### src/rtl/rf_write_arbiter.sv
// -----------------------------------------------------------------------------
// rf_write_arbiter
//
// Shares the single register-file write port between two writeback sources:
// requester 0 (ALU result path) and requester 1 (load/memory return path).
// Arbitration is round-robin on contention. A stall input blocks all grants.
// The winning address and data go into a one-cycle write stage, together with
// the select that steers the 5-bit address 2:1 mux and the data mux.
//
// Ports
//   clk, rst_n                      clock, asynchronous active-low reset
//   req0_valid/addr/data, ready     requester 0 (ALU) request and grant
//   req1_valid/addr/data, ready     requester 1 (load) request and grant
//   rf_stall                        write port unavailable this cycle
//   rf_sel                          registered mux select (0=req0, 1=req1)
//   rf_we, rf_waddr, rf_wdata       registered register-file write port
//
// Optional feature
//   RF_WRITE_ZERO_FILTER_EN : a handshake to address 0 is accepted and
//   loaded into the write stage, but rf_we is not raised for it. Register $0
//   is therefore never written. When the macro is undefined, address 0 is
//   written like any other address.
// -----------------------------------------------------------------------------
module rf_write_arbiter #(
  parameter int ADDR_W = 5,
  parameter int DATA_W = 32
) (
  input  logic              clk,
  input  logic              rst_n,
  input  logic              req0_valid,
  input  logic [ADDR_W-1:0] req0_addr,
  input  logic [DATA_W-1:0] req0_data,
  output logic              req0_ready,
  input  logic              req1_valid,
  input  logic [ADDR_W-1:0] req1_addr,
  input  logic [DATA_W-1:0] req1_data,
  output logic              req1_ready,
  input  logic              rf_stall,
  output logic              rf_sel,
  output logic              rf_we,
  output logic [ADDR_W-1:0] rf_waddr,
  output logic [DATA_W-1:0] rf_wdata
);

  // last_grant_r = 1 after reset, so requester 0 wins the first contention.
  logic              last_grant_r;
  logic              grant0_s;
  logic              grant1_s;
  logic              hs_s;
  logic              hs_sel_s;
  logic [ADDR_W-1:0] hs_addr_s;
  logic [DATA_W-1:0] hs_data_s;
  logic              we_next_s;

  logic              rf_sel_r;
  logic              rf_we_r;
  logic [ADDR_W-1:0] rf_waddr_r;
  logic [DATA_W-1:0] rf_wdata_r;

  // Round-robin grant decision from the current valids, stall and last grant.
  always_comb begin
    grant0_s = 1'b0;
    grant1_s = 1'b0;
    if (rf_stall) begin
      grant0_s = 1'b0;
      grant1_s = 1'b0;
    end else if (req0_valid && req1_valid) begin
      // On contention, grant the requester that did not win last time.
      grant0_s = last_grant_r;
      grant1_s = ~last_grant_r;
    end else begin
      grant0_s = req0_valid;
      grant1_s = req1_valid;
    end
  end

  // A grant is only given to a valid requester, so a grant is a handshake.
  // Select the winning requester's fields for the write stage.
  always_comb begin
    hs_s      = grant0_s | grant1_s;
    hs_sel_s  = 1'b0;
    hs_addr_s = {ADDR_W{1'b0}};
    hs_data_s = {DATA_W{1'b0}};
    if (grant1_s) begin
      hs_sel_s  = 1'b1;
      hs_addr_s = req1_addr;
      hs_data_s = req1_data;
    end else begin
      hs_sel_s  = 1'b0;
      hs_addr_s = req0_addr;
      hs_data_s = req0_data;
    end
  end

  // Write enable for the next cycle, optionally suppressed for register $0.
  always_comb begin
    we_next_s = 1'b0;
`ifdef RF_WRITE_ZERO_FILTER_EN
    if (hs_s && (hs_addr_s != {ADDR_W{1'b0}})) begin
      we_next_s = 1'b1;
    end else begin
      we_next_s = 1'b0;
    end
`else
    if (hs_s) begin
      we_next_s = 1'b1;
    end else begin
      we_next_s = 1'b0;
    end
`endif
  end

  // Last-grant state: changes only on a handshake.
  always_ff @(posedge clk or negedge rst_n) begin
    if (!rst_n) begin
      last_grant_r <= 1'b1;
    end else if (hs_s) begin
      last_grant_r <= hs_sel_s;
    end else begin
      last_grant_r <= last_grant_r;
    end
  end

  // Write stage: loads on a handshake, otherwise holds fields and drops rf_we.
  always_ff @(posedge clk or negedge rst_n) begin
    if (!rst_n) begin
      rf_we_r    <= 1'b0;
      rf_sel_r   <= 1'b0;
      rf_waddr_r <= {ADDR_W{1'b0}};
      rf_wdata_r <= {DATA_W{1'b0}};
    end else if (hs_s) begin
      rf_we_r    <= we_next_s;
      rf_sel_r   <= hs_sel_s;
      rf_waddr_r <= hs_addr_s;
      rf_wdata_r <= hs_data_s;
    end else begin
      rf_we_r    <= 1'b0;
      rf_sel_r   <= rf_sel_r;
      rf_waddr_r <= rf_waddr_r;
      rf_wdata_r <= rf_wdata_r;
    end
  end

  assign req0_ready = grant0_s;
  assign req1_ready = grant1_s;
  assign rf_we      = rf_we_r;
  assign rf_sel     = rf_sel_r;
  assign rf_waddr   = rf_waddr_r;
  assign rf_wdata   = rf_wdata_r;

endmodule

### config.mk
export PLATFORM = sky130hd
export DESIGN_NAME = rf_write_arbiter
export DESIGN_NICKNAME = d
export VERILOG_FILES = /design/src/rtl/rf_write_arbiter.sv
export SDC_FILE = /design/constraint.sdc
export NUM_CORES = 1
export LEC_CHECK = 0
export ABC_AREA = 1
export BUFFER_PORTS_ARGS = -buffer_cell sky130_fd_sc_hd__buf_2
export CAP_MARGIN = 20
export CORE_UTILIZATION = 45
export DETAILED_ROUTE_END_ITERATION = 12
export PLACE_DENSITY = 0.8
export SYNTH_ARGS = -nofsm -noshare
export SYNTH_HDL_FRONTEND = slang
export SYNTH_SLANG_ARGS = --single-unit
### constraint.sdc
create_clock -name clk -period 1.5 [get_ports clk]
set_input_delay 0 -clock clk [delete_from_list [all_inputs] [get_ports clk]]
set_output_delay 0 -clock clk [all_outputs]
set_load 0.005 [all_outputs]
==> flow_summary_export.csv <==
group,metric,value,unit
flow_run,cap_violations,0,
timing,max-slew-margin-rel,57.0,%
cells_and_area,area.growth.synth_to_final,37.9,%
timing,fin_skew,0.00489,ns
yosys,synthXorXnorAreaFrac,0,%
worst_setup_path,slowest_stage,"dfstp_2",
yosys,syn_avg_cell_area,6.72,um2
global_route,grt_overflow,0,
outcome,status,"finished clean",
cells_and_area,antenna_cells,0,
global_route,antenna_found_initial,0,
cells_and_area,nNetsFinal,532,
routing,vias,2400,
power_and_ir_drop,irDropWorstVdd,0.461,mV
routing,drt_iter0_markers,128,
timing,rsz0062_at_grt,"no",
routing,ant_nets,0,
timing,hold_viol_final,0,
yosys,synth.cell_area,0.00223,mm2
yosys,synth_fa_ha_area_share,0,%
worst_setup_path,worstPathRequired,1.50,ns
hold_path,hp-class,"in -> reg",
floorplanning,row_count,25,
clock_network,path_clk_slew,0.08,ns
yosys,synthMuxAreaShare,0,%
routing,drc,0,
worst_setup_path,critical_path.cell_chain,"nand2_1 -> nand3_1 -> buf_6 -> inv_1 -> buf_2",
global_route,grt_start_max_net_pins,40,
worst_setup_path,critPathBufInv,3,
yosys,synthSimpleGateAreaFrac,36.7,%
routing,finalWirelength,5.68,mm
power_and_ir_drop,powerDensity,924,mW/mm2
power_and_ir_drop,p_total,2.84,mW
clock_network,insertion_delay,0.29,ns
floorplanning,core,0.00475,mm2
routing,vias_per_cell,4.61,
yosys,synth_compound_area_share,0.841,%
routing,detail_route.first_pass.iterations,5,
cells_and_area,final_common_cell,"buf_2",
worst_setup_path,r2r_slack,0.22,ns
clock_network,cts_tree,"done",
yosys,ys_warn_count,0,
worst_setup_path,startpoint_type,"register",
place,numPortBuffers,119,
cells_and_area,drive_gt1_share,30.4,%
clock_network,cts_buffers,5,
clock_network,post_cts_buffers,0,
global_route,grt_usage,22.6,%
clock_network,cts.sinks,40,
floorplanning,initial_utilization,46.9,%
yosys,ys_seq_area_share,44.9,%
floorplanning,die_y,72.4,um
routing,wl_per_cell,10.9,um
yosys,synthesis.nets,411,
yosys,synth_top_area_share,43.7,%
clock_network,clockBufferDepth,2,
yosys,synth_top_family_by_area,"simple AND/OR/NAND/NOR gates",
clock_network,htreeDepth,2,
yosys,synthCells,332,
worst_setup_path,cp_top_family,"flip-flops",
cells_and_area,layout_common_cells,"buf_2, nand2_1, inv_1, nand3_1, dfrtp_1",
worst_setup_path,max_stage_delay,0.53,ns
timing,slew_violations,0,
floorplanning,die_x,72.4,um
cells_and_area,fillCellCount,455,
global_route,grt_pass1_vias,2143,
worst_setup_path,worstPathArrival,1.41,ns
cells_and_area,fin_util,64.7,%
yosys,synth_largest_area_cell,"dfrtp_1",
timing,fin_crit,1.41,ns
floorplanning,pin_count,120,
timing,tightest_slew,0.643,ns
yosys,synth_area_leaders,"dfrtp_1, nand2_1, nand3_1",
clock_network,root_buffer,"clkbuf_8",
power_and_ir_drop,p_leak,2.01,nW
floorplanning,die_area,0.00524,mm2
worst_setup_path,crit_path_end_kind,"output port",
yosys,yosys_register_bits,40,
worst_setup_path,worst-setup-path-type,"reg -> out",
place,gp_congestion,0.723,
timing,setup_violations,0,
timing,post-route-period-util,94.0,%
global_route,grt_pass1_wl,9.38,mm
timing,setup_tns,0,ns
worst_setup_path,crit_fanout,26,
place,place.detailed.hpwl,3.82,mm
timing,fmax,710,MHz
yosys,ys_types,13,
==> state kept, by name, summed over array words and instances (netlist names) <==
register / cells
rf_wdata: 32
rf_we: 1
rf_sel: 1
rf_waddr: 5
last_grant_r: 1
==> cells in the mapped netlist <==
| master | count |
|---|---|
| inv_2 | 3 |
| buf_4 | 2 |
| dfrtp_1 | 39 |
| nor2_4 | 1 |
| buf_2 | 13 |
| nand2_1 | 115 |
| o21ai_0 | 1 |
| o21ai_2 | 1 |
| inv_1 | 76 |
| dfstp_2 | 1 |
| clkbuf_1 | 4 |
| a21oi_1 | 1 |
| nand3_1 | 75 |
==> logic make-up after synthesis <==
family / Yosys count
AO/OA/AOI/OAI: 3
buffers and inverters: 98
flip-flops: 40
AND/OR/NAND/NOR: 191
==> stage by stage <==
stage / instance area (um2) / hold slack (ns) / setup slack (ns) / cells
detailed placement: 2890 / -0.0261 / 0.179 / 505
finish: 3080 / 0.00768 / 0.0907 / 521
global placement: 2890 / -0.0261 / 0.235 / 505
floorplan: 2230 / -0.296 / 0.280 / 332
global route: 3080 / 0.0255 / 0.0250 / 521
CTS: 3070 / 0.00169 / 0.0273 / 521
==> final timing paths <==
path                              startpoint           end  cells past startpoint
worst max-delay path            last_grant_r    req1_ready                      5
worst min-delay path            req0_addr[3]   rf_waddr[3]                      5
worst max register to register  last_grant_r  rf_wdata[12]                      6
worst min register to register   rf_wdata[9]   rf_wdata[9]                      2
max in group asynchronous              rst_n  last_grant_r                      3
min in group asynchronous              rst_n   rf_wdata[5]                      2
==> worst register-to-register path, cell delays in order, from the launching register on <==
cell     delay (ns)
dfstp_2        0.53
nand2_1        0.06
nand3_1        0.11
buf_6          0.23
nand2_1        0.10
nand3_1        0.08
nand2_1        0.06
==> final cells by class <==
class | count | area, um2 | area share [%]
Clock buffer | 6 | 72.6 | 2.36
Tap cell | 67 | 83.8 | 2.72
Timing Repair Buffer | 133 | 749 | 24.4
Inverter | 79 | 297 | 9.64
Multi-Input combinational cell | 194 | 837 | 27.2
Sequential cell | 40 | 1000 | 32.6
Clock inverter | 2 | 35.0 | 1.14
==> power breakdown <==
| part | switching [mW] | internal (mW) | leakage (nW) |
|---|---|---|---|
| combinational | 0.364 | 0.320 | 1.47 |
| sequential | 0.0827 | 1.23 | 0.485 |
| clock | 0.353 | 0.493 | 0.0552 |
==> timing repair <==
item                                   4_1_cts  5_1_grt
endpoints found under the hold margin       25        0
gates resized for setup                      0        1
setup endpoints to repair                    0        1
hold buffers                                 8        0
==> layer usage <==
layer  GRT usage, %  vias up  part of all wire (%)
li1               -     1225                     -
met1           28.1     1056                    41
met2           40.2      108                    50
met3           3.75       11                   7.0
met4           6.97        0                   1.3
met5              0        -                     0
Note: power is estimated with default switching activity, not from simulation.
